$ cat config.mk
export PLATFORM = sky130hd
export DESIGN_NAME = regfile_mp
export DESIGN_NICKNAME = d
export VERILOG_FILES = /design/src/rtl/regfile_mp_pkg.sv /design/src/rtl/regfile_mp_clear_fsm.sv /design/src/rtl/regfile_mp.sv
export SDC_FILE = /design/constraint.sdc
export NUM_CORES = 2
export LEC_CHECK = 0
export CAP_MARGIN = 20
export CELL_PAD_IN_SITES_DETAIL_PLACEMENT = 1
export CELL_PAD_IN_SITES_GLOBAL_PLACEMENT = 2
export CORE_MARGIN = 2
export CORE_UTILIZATION = 30
export CTS_CLUSTER_SIZE = 12
export DETAILED_ROUTE_END_ITERATION = 7
export HOLD_SLACK_MARGIN = 0.15
export PLACE_DENSITY = 0.57
export RECOVER_POWER = 25
export SLEW_MARGIN = 20
export SYNTH_ARGS = -nofsm -noshare
export SYNTH_HDL_FRONTEND = slang
export SYNTH_HIERARCHICAL = 1
export SYNTH_SLANG_ARGS = --single-unit
$ cat constraint.sdc
create_clock -name clk -period 6.4 [get_ports clk]
set_input_delay 1.6 -clock clk [delete_from_list [all_inputs] [get_ports clk]]
set_output_delay 1.6 -clock clk [all_outputs]
set_load 0.05 [all_outputs]
$ cat src/rtl/regfile_mp_pkg.sv
//==============================================================================
// Module      : regfile_mp_pkg
// Description : Shared types and helpers for the multi-port register file.
// Revision    : 1.0 - initial release
//==============================================================================
`default_nettype none

package regfile_mp_pkg;

    localparam int c_def_xlen  = 32;
    localparam int c_def_nregs = 32;

    typedef enum logic [0:0] {
        RF_IDLE  = 1'b0,
        RF_CLEAR = 1'b1
    } rf_state_e;

    // Elaboration-time ceil(log2(n)); n is expected to be a power of two >= 2.
    function automatic int rf_clog2(input int n);
        int r;
        r = 0;
        for (int v = n - 1; v > 0; v = v >> 1) begin
            r = r + 1;
        end
        return r;
    endfunction

endpackage : regfile_mp_pkg

`default_nettype wire

$ cat src/rtl/regfile_mp_clear_fsm.sv
//==============================================================================
// Module      : regfile_mp_clear_fsm
// Description : Sequential clear engine; walks every entry once after reset or
//               on request, holding busy for exactly NREGS cycles.
// Revision    : 1.0 - initial release
//==============================================================================
`default_nettype none

module regfile_mp_clear_fsm
    import regfile_mp_pkg::*;
#(
    parameter  int NREGS = c_def_nregs,
    localparam int AW    = rf_clog2(NREGS)
) (
    input  logic          clk,
    input  logic          rst,
    input  logic          clr_req,
    output logic          busy,
    output logic          clr_we,
    output logic [AW-1:0] clr_idx
);

    localparam logic [AW-1:0] c_last_idx = AW'(NREGS - 1);

    rf_state_e     r_state;
    rf_state_e     w_state_nxt;
    logic [AW-1:0] r_idx;
    logic [AW-1:0] w_idx_nxt;

    always_ff @(posedge clk) begin
        if (rst) begin
            r_state <= RF_CLEAR;
            r_idx   <= '0;
        end else begin
            r_state <= w_state_nxt;
            r_idx   <= w_idx_nxt;
        end
    end

    always_comb begin
        w_state_nxt = r_state;
        w_idx_nxt   = r_idx;
        case (r_state)
            RF_IDLE: begin
                if (clr_req) begin
                    w_state_nxt = RF_CLEAR;
                    w_idx_nxt   = '0;
                end
            end
            RF_CLEAR: begin
                w_idx_nxt = r_idx + AW'(1);
                if (r_idx == c_last_idx) begin
                    w_state_nxt = RF_IDLE;
                end
            end
            default: begin
                w_state_nxt = RF_IDLE;
                w_idx_nxt   = '0;
            end
        endcase
    end

    // The array is left untouched while rst is held; the sweep starts on the first free edge.
    assign busy    = (r_state == RF_CLEAR);
    assign clr_we  = busy & ~rst;
    assign clr_idx = r_idx;

endmodule : regfile_mp_clear_fsm

`default_nettype wire

$ cat src/rtl/regfile_mp.sv
//==============================================================================
// Module      : regfile_mp
// Description : Parametrised multi-port integer register file with optional
//               hardwired-zero x0 and a sequential clear engine.
//               Build option: REGFILE_BYPASS_EN enables write-to-read forwarding.
// Revision    : 1.0 - initial release
//==============================================================================
`default_nettype none

module regfile_mp
    import regfile_mp_pkg::*;
#(
    parameter  int XLEN     = c_def_xlen,
    parameter  int NREGS    = c_def_nregs,
    parameter  int NRD      = 2,
    parameter  int NWR      = 2,
    parameter  int ZERO_REG = 1,
    localparam int AW       = rf_clog2(NREGS)
) (
    input  logic                clk,
    input  logic                rst,
    input  logic                clr_req,
    output logic                busy,
    input  logic [NWR-1:0]      we,
    input  logic [NWR*AW-1:0]   waddr,
    input  logic [NWR*XLEN-1:0] wdata,
    input  logic [NRD*AW-1:0]   raddr,
    output logic [NRD*XLEN-1:0] rdata
);

    localparam bit c_zero_en = (ZERO_REG != 0);

    logic [XLEN-1:0] r_regs [NREGS];
    logic            w_clr_we;
    logic [AW-1:0]   w_clr_idx;
    logic            w_wr_ok;
    logic [NWR-1:0]  w_wr_qual;

    regfile_mp_clear_fsm #(
        .NREGS   (NREGS)
    ) u_clear_fsm (
        .clk     (clk),
        .rst     (rst),
        .clr_req (clr_req),
        .busy    (busy),
        .clr_we  (w_clr_we),
        .clr_idx (w_clr_idx)
    );

    // Any edge that starts a clear discards the user writes presented with it.
    assign w_wr_ok = ~busy & ~rst & ~clr_req;

    for (genvar k = 0; k < NWR; k++) begin : g_wr_qual
        assign w_wr_qual[k] = we[k] & w_wr_ok &
                              ~(c_zero_en && (waddr[k*AW +: AW] == '0));
    end

    // Ascending port order: the highest-index port lands last and wins a conflict.
    always_ff @(posedge clk) begin
        if (w_clr_we) begin
            r_regs[w_clr_idx] <= '0;
        end else begin
            for (int k = 0; k < NWR; k++) begin
                if (w_wr_qual[k]) begin
                    r_regs[waddr[k*AW +: AW]] <= wdata[k*XLEN +: XLEN];
                end
            end
        end
    end

    for (genvar j = 0; j < NRD; j++) begin : g_rd_port
        logic [AW-1:0]   w_ra;
        logic [XLEN-1:0] w_rd_val;

        assign w_ra = raddr[j*AW +: AW];

        always_comb begin
            w_rd_val = r_regs[w_ra];
`ifdef REGFILE_BYPASS_EN
            for (int k = 0; k < NWR; k++) begin
                if (w_wr_qual[k] && (waddr[k*AW +: AW] == w_ra)) begin
                    w_rd_val = wdata[k*XLEN +: XLEN];
                end
            end
`endif
            if (busy || (c_zero_en && (w_ra == '0))) begin
                w_rd_val = '0;
            end
        end

        assign rdata[j*XLEN +: XLEN] = w_rd_val;
    end

endmodule : regfile_mp

`default_nettype wire

# Word-level counts from Yosys, hierarchy flattened
# Memories as Yosys holds them, arrays and structs flattened.
# Cells that the tools add are included.
[classes]
n_addsub = 1
n_eq_ne = 2
muxes = 18
bitwise_logic = 12
n_reduce_logical = 7
[op_table]
columns = ["cell", "n"]
rows = [
  ["$mux W32", 3],
  ["$reduce_or A32 Y1", 1],
  ["$logic_not A5 Y1", 4],
  ["$mux W1", 11],
  ["$mux W5", 2],
  ["$pmux W5 S2", 1],
  ["$and A1 B1 Y1", 7],
  ["$add A5 B1 Y5 const B", 1],
  ["$eq A5 B5 Y1 const B", 1],
  ["$not A1 Y1", 5],
  ["$logic_or A1 B1 Y1", 2],
  ["$ne A2 B2 Y1 const B", 1],
  ["$pmux W1 S2", 1],
]
[totals]
reg_bits = 6
mem_bits_rw = 1024
inputBits = 89
out_inout_bits = 65
elab_cells = 43
memories = 1
[memory_table]
columns = ["name", "words", "width", "rd", "rd_ports_with_merged_regs", "wr", "line", "source"]
rows = [
  ["r_regs", 32, 32, 2, 0, 2, "regfile_mp.sv:33", "logic [XLEN-1:0] r_regs [NREGS];"],
]

# Logic depth before layout (Yosys ltp)
[logic_depth]
depth_word = 10
depth_mapped = 9
ltp_nobuf = 5

# By module
# Netlist, hierarchy kept.
[modules_own_cells]
columns = ["module", "n_inst", "cells_each", "area_per_inst_um2", "seq_area_each_um2"]
rows = [
  ["regfile_mp", 1, 4262, 60988.5, 30749.5],
  ["regfile_mp_clear_fsm", 1, 31, 277.8, 120.1],
]

# Worst setup path after synthesis
# No wires, ideal clock.
[synth_path]
kind = "input to register"
start = "in waddr[3]"
end = "mem r_regs[0][0] in the netlist's numbering, enable pin"
setup_time_ns = 0.470
arrival_time_ns = 5.535
required_ns = 5.930
slack_ns = 0.395
cell_stages = 5
n_path_buf = 1
path_cell_list = "or3_1 o311ai_1 clkbuf_1 nand3_1 a211oi_1"
[synth_lines]
columns = ["item", "line", "source"]
rows = [
  ["start, declared", "regfile_mp.sv:25", "input logic [NWR*AW-1:0] waddr,"],
  ["end, declared", "regfile_mp.sv:33", ""],
]

# Worst setup path after layout
[layout_path]
start = "in raddr[4]"
end = "out rdata[26]"
[layout_via]
elab_chain_len = 3
elab_cells_between_ends = 4
cone_classes = "mux (1); reduce/logical (2); memory (1)"
[layout_lines]
columns = ["item", "line", "source"]
rows = [
  ["start, declared", "regfile_mp.sv:27", "input logic [NRD*AW-1:0] raddr,"],
  ["parallel branches: the longest is 2 deep, another holds $mem_v2 Z32 W32", "n/a", ""],
  ["$mux W32 (*)", "regfile_mp.sv:86", "if (busy || (c_zero_en && (w_ra == '0))) begin"],
  ["end, declared", "regfile_mp.sv:28", "output logic [NRD*XLEN-1:0] rdata"],
]
# Mark *: on every way between the ends.

==> results.yml <==
run_status:
  violations: "max-capacitance violations, max-slew violations"
  status: "finished, violations left"
logic_synthesis:
  synth.top_cell.area_share: 0.502
  synth_area_per_cell_um2: 14.3
  async_flop_share: 0
  yosysSeqAreaShare: 0.504
  synth_cells: 4293
  ys_types: 56
  mappedNetlistArea_mm2: 0.0613
  syn-num-nets: 4384
  synthFlopType: "edfxtp_1"
  yosys_register_bits: 1030
  ys_warn_count: 6
  synth_edf_count: 1024
  yosys.area.top_type: "edfxtp_1"
  synthTopCellsByArea: "edfxtp_1 (50%), mux2_2 (22%), mux4_2 (9.3%), mux2i_1 (4.4%), clkbuf_1 (2.6%)"
timing:
  fin_crit_ps: 6060
  rsz0062_at_grt: "false"
  hold_violations: 0
  period_share: 0.947
  slew_headroom: -0.440
  setup_viol: 0
  fin_skew_ps: 26.4
  max_freq_ghz: 0.165
  slew_violations: 459
  tightest_slew_ps: 2160
  fin_setup_tns_ps: 0
clock_tree:
  clk_pin_slew_ps: 60
  cts_buffers: 121
  cts_tree: "built"
  cts_setup_buffers: 0
  cts_hold_buf: 0
  clk_latency_ps: 770
  htree_levels: 3
  clock_path_buffers: 3
  cts_root_buf: "clkbuf_16"
  clock-sinks: 1030
  cts_resized: 0
worst_setup_path:
  critPathMaxFanout: 21
  critPathCaptureType: "primary output"
  critPathArrivalTime_ps: 4460
  cp-start-kind: "primary input"
  rrSetupSlack_ps: 1480
  required_ps: 4800
  critPathKind: "primary input to primary output"
drt:
  via_per_inst: 6.14
  first_iter_violations: 5158
  routedWlPerCell_um: 41.7
  vias: 43400
  drt_first_pass_iters: 5
  antenna_left: 0
  wirelength_um: 295000
  drc: 0
final_layout:
  final_util: 0.353
  areaGrowthSynthToFinish_pct: 16.8
  fin_nets: 4387
  multi_input_area_mm2: 0.0290
  n_fill_cell: 20600
  drive_gt1_frac: 0.459
  seq_area_mm2: 0.0309
floorplanning:
  start_util: 0.303
  coreArea_mm2: 0.203
  top_level_ports: 154
  die_area_mm2: 0.208
  die-height_um: 456
  fp-row-count: 165
  die_w_um: 456
global_route:
  track_usage: 0.276
  grt_max_degree: 54
  antenna_found_initial: 23
  grt_pass1_vias: 43500
  met1_usage: 0.387
  grt_pass1_wl_um: 396000
  grt_util_met3: 0.0383
  top_usage_layer: "met2"
  overflow: 0
  gr-usage-met2: 0.434
pwr:
  switching_share: 0.244
  power.switching_mw: 3.76
  pwr-share-comb: 0.071
  p_leak_nw: 27.7
  power_density_mw_per_mm2: 215
  p_clk_frac: 0.450
  peakVddDrop_uv: 246
  pwr-share-seq: 0.478
  p_int_mw: 11.6
placed_design:
  place_hpwl_um: 179000
  globalplace.congestion: 0.841
  io_buffer_count: 153
hold_path:
  hold_class: "flop to flop"
job:
  cap_violations: 19
[cell type report]
| class | instances | share of cell area |
|---|---|---|
| antenna | 12 | 0.000420 |
| multi-input combinational | 2718 | 0.405 |
| inverter | 2 | 0.000105 |
| clock buffer | 148 | 0.0449 |
| sequential | 1030 | 0.431 |
| timing repair buffer | 423 | 0.0638 |
| tap | 2672 | 0.0467 |
| clock inverter | 63 | 0.00764 |
[registers in the layout, indices dropped and copies added (netlist names)]
name,count
r_regs,1024
u_clear_fsm/busy,1
u_clear_fsm/clr_idx,5
[stage by stage]
stage / worst slack [ps] / hold WS (ps) / instances / power [mW] / cell area, um^2
6_report: 339 / 656 / 7068 / 15.4 / 71600
5_1_grt: 306 / 712 / 7062 / 15.7 / 71600
4_1_cts: 446 / 667 / 7055 / 15.5 / 71800
3_5_place_dp: 450 / 661 / 6844 / 8.60 / 68000
3_3_place_gp: 462 / 654 / 6839 / 8.59 / 67900
2_1_floorplan: 395 / 476 / 4293 / 8.06 / 61300
[routing by layer]
metal | routed length (um) | vias up | part of all wire
li1 | - | 17200 | -
met2 | 135000 | 2038 | 0.46
met5 | 80 | - | 0.00027
met4 | 11200 | 12 | 0.038
met3 | 20500 | 431 | 0.070
met1 | 128000 | 23800 | 0.43
[worst max-delay path, cell delays in order]
cell	delay, ps
clkdlybuf4s50_1	850
and3b_2	290
buf_4	540
nand3_1	390
nand4_1	440
buf_4	280
[cells in the final DEF, fill, tap and decap left out, types with 10 or more instances in the layout]
cell type	instances
mux2_2	1173
edfxtp_1	1024
mux2i_1	271
mux4_2	253
buf_4	188
a22oi_1	160
clkbuf_16	125
buf_12	103
nand3_1	100
nor2b_1	77
o21ai_0	68
nand2_1	67
nand4_1	66
a211oi_1	66
o22ai_1	65
clkbuf_1	59
clkdlybuf4s50_1	57
a31oi_1	37
clkinv_1	33
or3_1	32
a22o_1	32
o31a_1	32
and2_1	27
buf_2	22
mux2_1	17
o21ai_4	17
clkinv_2	16
and2_0	13
nand2_4	13
nor2_1	13
diode_2	12
o21bai_4	11
bufinv_16	10
[worst paths after layout]
kind | from | to | depth (start not counted)
hold reg to reg | u_clear_fsm/busy | u_clear_fsm/clr_idx[2] | 2
hold / removal | u_clear_fsm/busy | u_clear_fsm/clr_idx[2] | 2
setup / recovery | raddr[4] | rdata[26] | 6
setup reg to reg | u_clear_fsm/busy | r_regs[6][0] | 7
[Yosys cell counts (10+ instances only)]
| cell | n |
|---|---|
| nor2b_1 | 82 |
| a22o_1 | 32 |
| o31a_1 | 32 |
| nor2_1 | 18 |
| or3_1 | 32 |
| a211oi_1 | 67 |
| clkbuf_1 | 430 |
| mux2i_1 | 271 |
| nor3_1 | 10 |
| mux2_1 | 15 |
| o22ai_1 | 65 |
| o21ai_0 | 86 |
| nor3b_1 | 10 |
| nand2_1 | 81 |
| and2_1 | 43 |
| mux4_2 | 253 |
| buf_2 | 46 |
| a31oi_1 | 37 |
| nand4_1 | 66 |
| a22oi_1 | 160 |
| edfxtp_1 | 1024 |
| o21bai_1 | 11 |
| nand3_1 | 108 |
| buf_1 | 58 |
| mux2_2 | 1175 |
[power by group through the flow]
stage               Sequential (mW)  Combinational, mW  Clock, mW
global placement               7.50               1.09          0
floorplan                      7.50              0.560          0
finish                         7.36               1.10       6.93
CTS                            7.36               1.09       7.00
global route                   7.36               1.13       7.23
detailed placement             7.50               1.09          0
[cells by family (layout without fill, tap and decap cells)]
family	count (synthesis)	in the layout	synth area share
DFF	1030	1030	0.504
AOI/OAI and AO/OA	503	503	0.0573
other	0	12	0
adders and majority gates	2	2	0.000408
and+or+nand+nor	499	499	0.0470
muxes	1714	1714	0.356
buffers and inverters	545	636	0.0354
No activity file was read; power rests on OpenSTA's default activity.
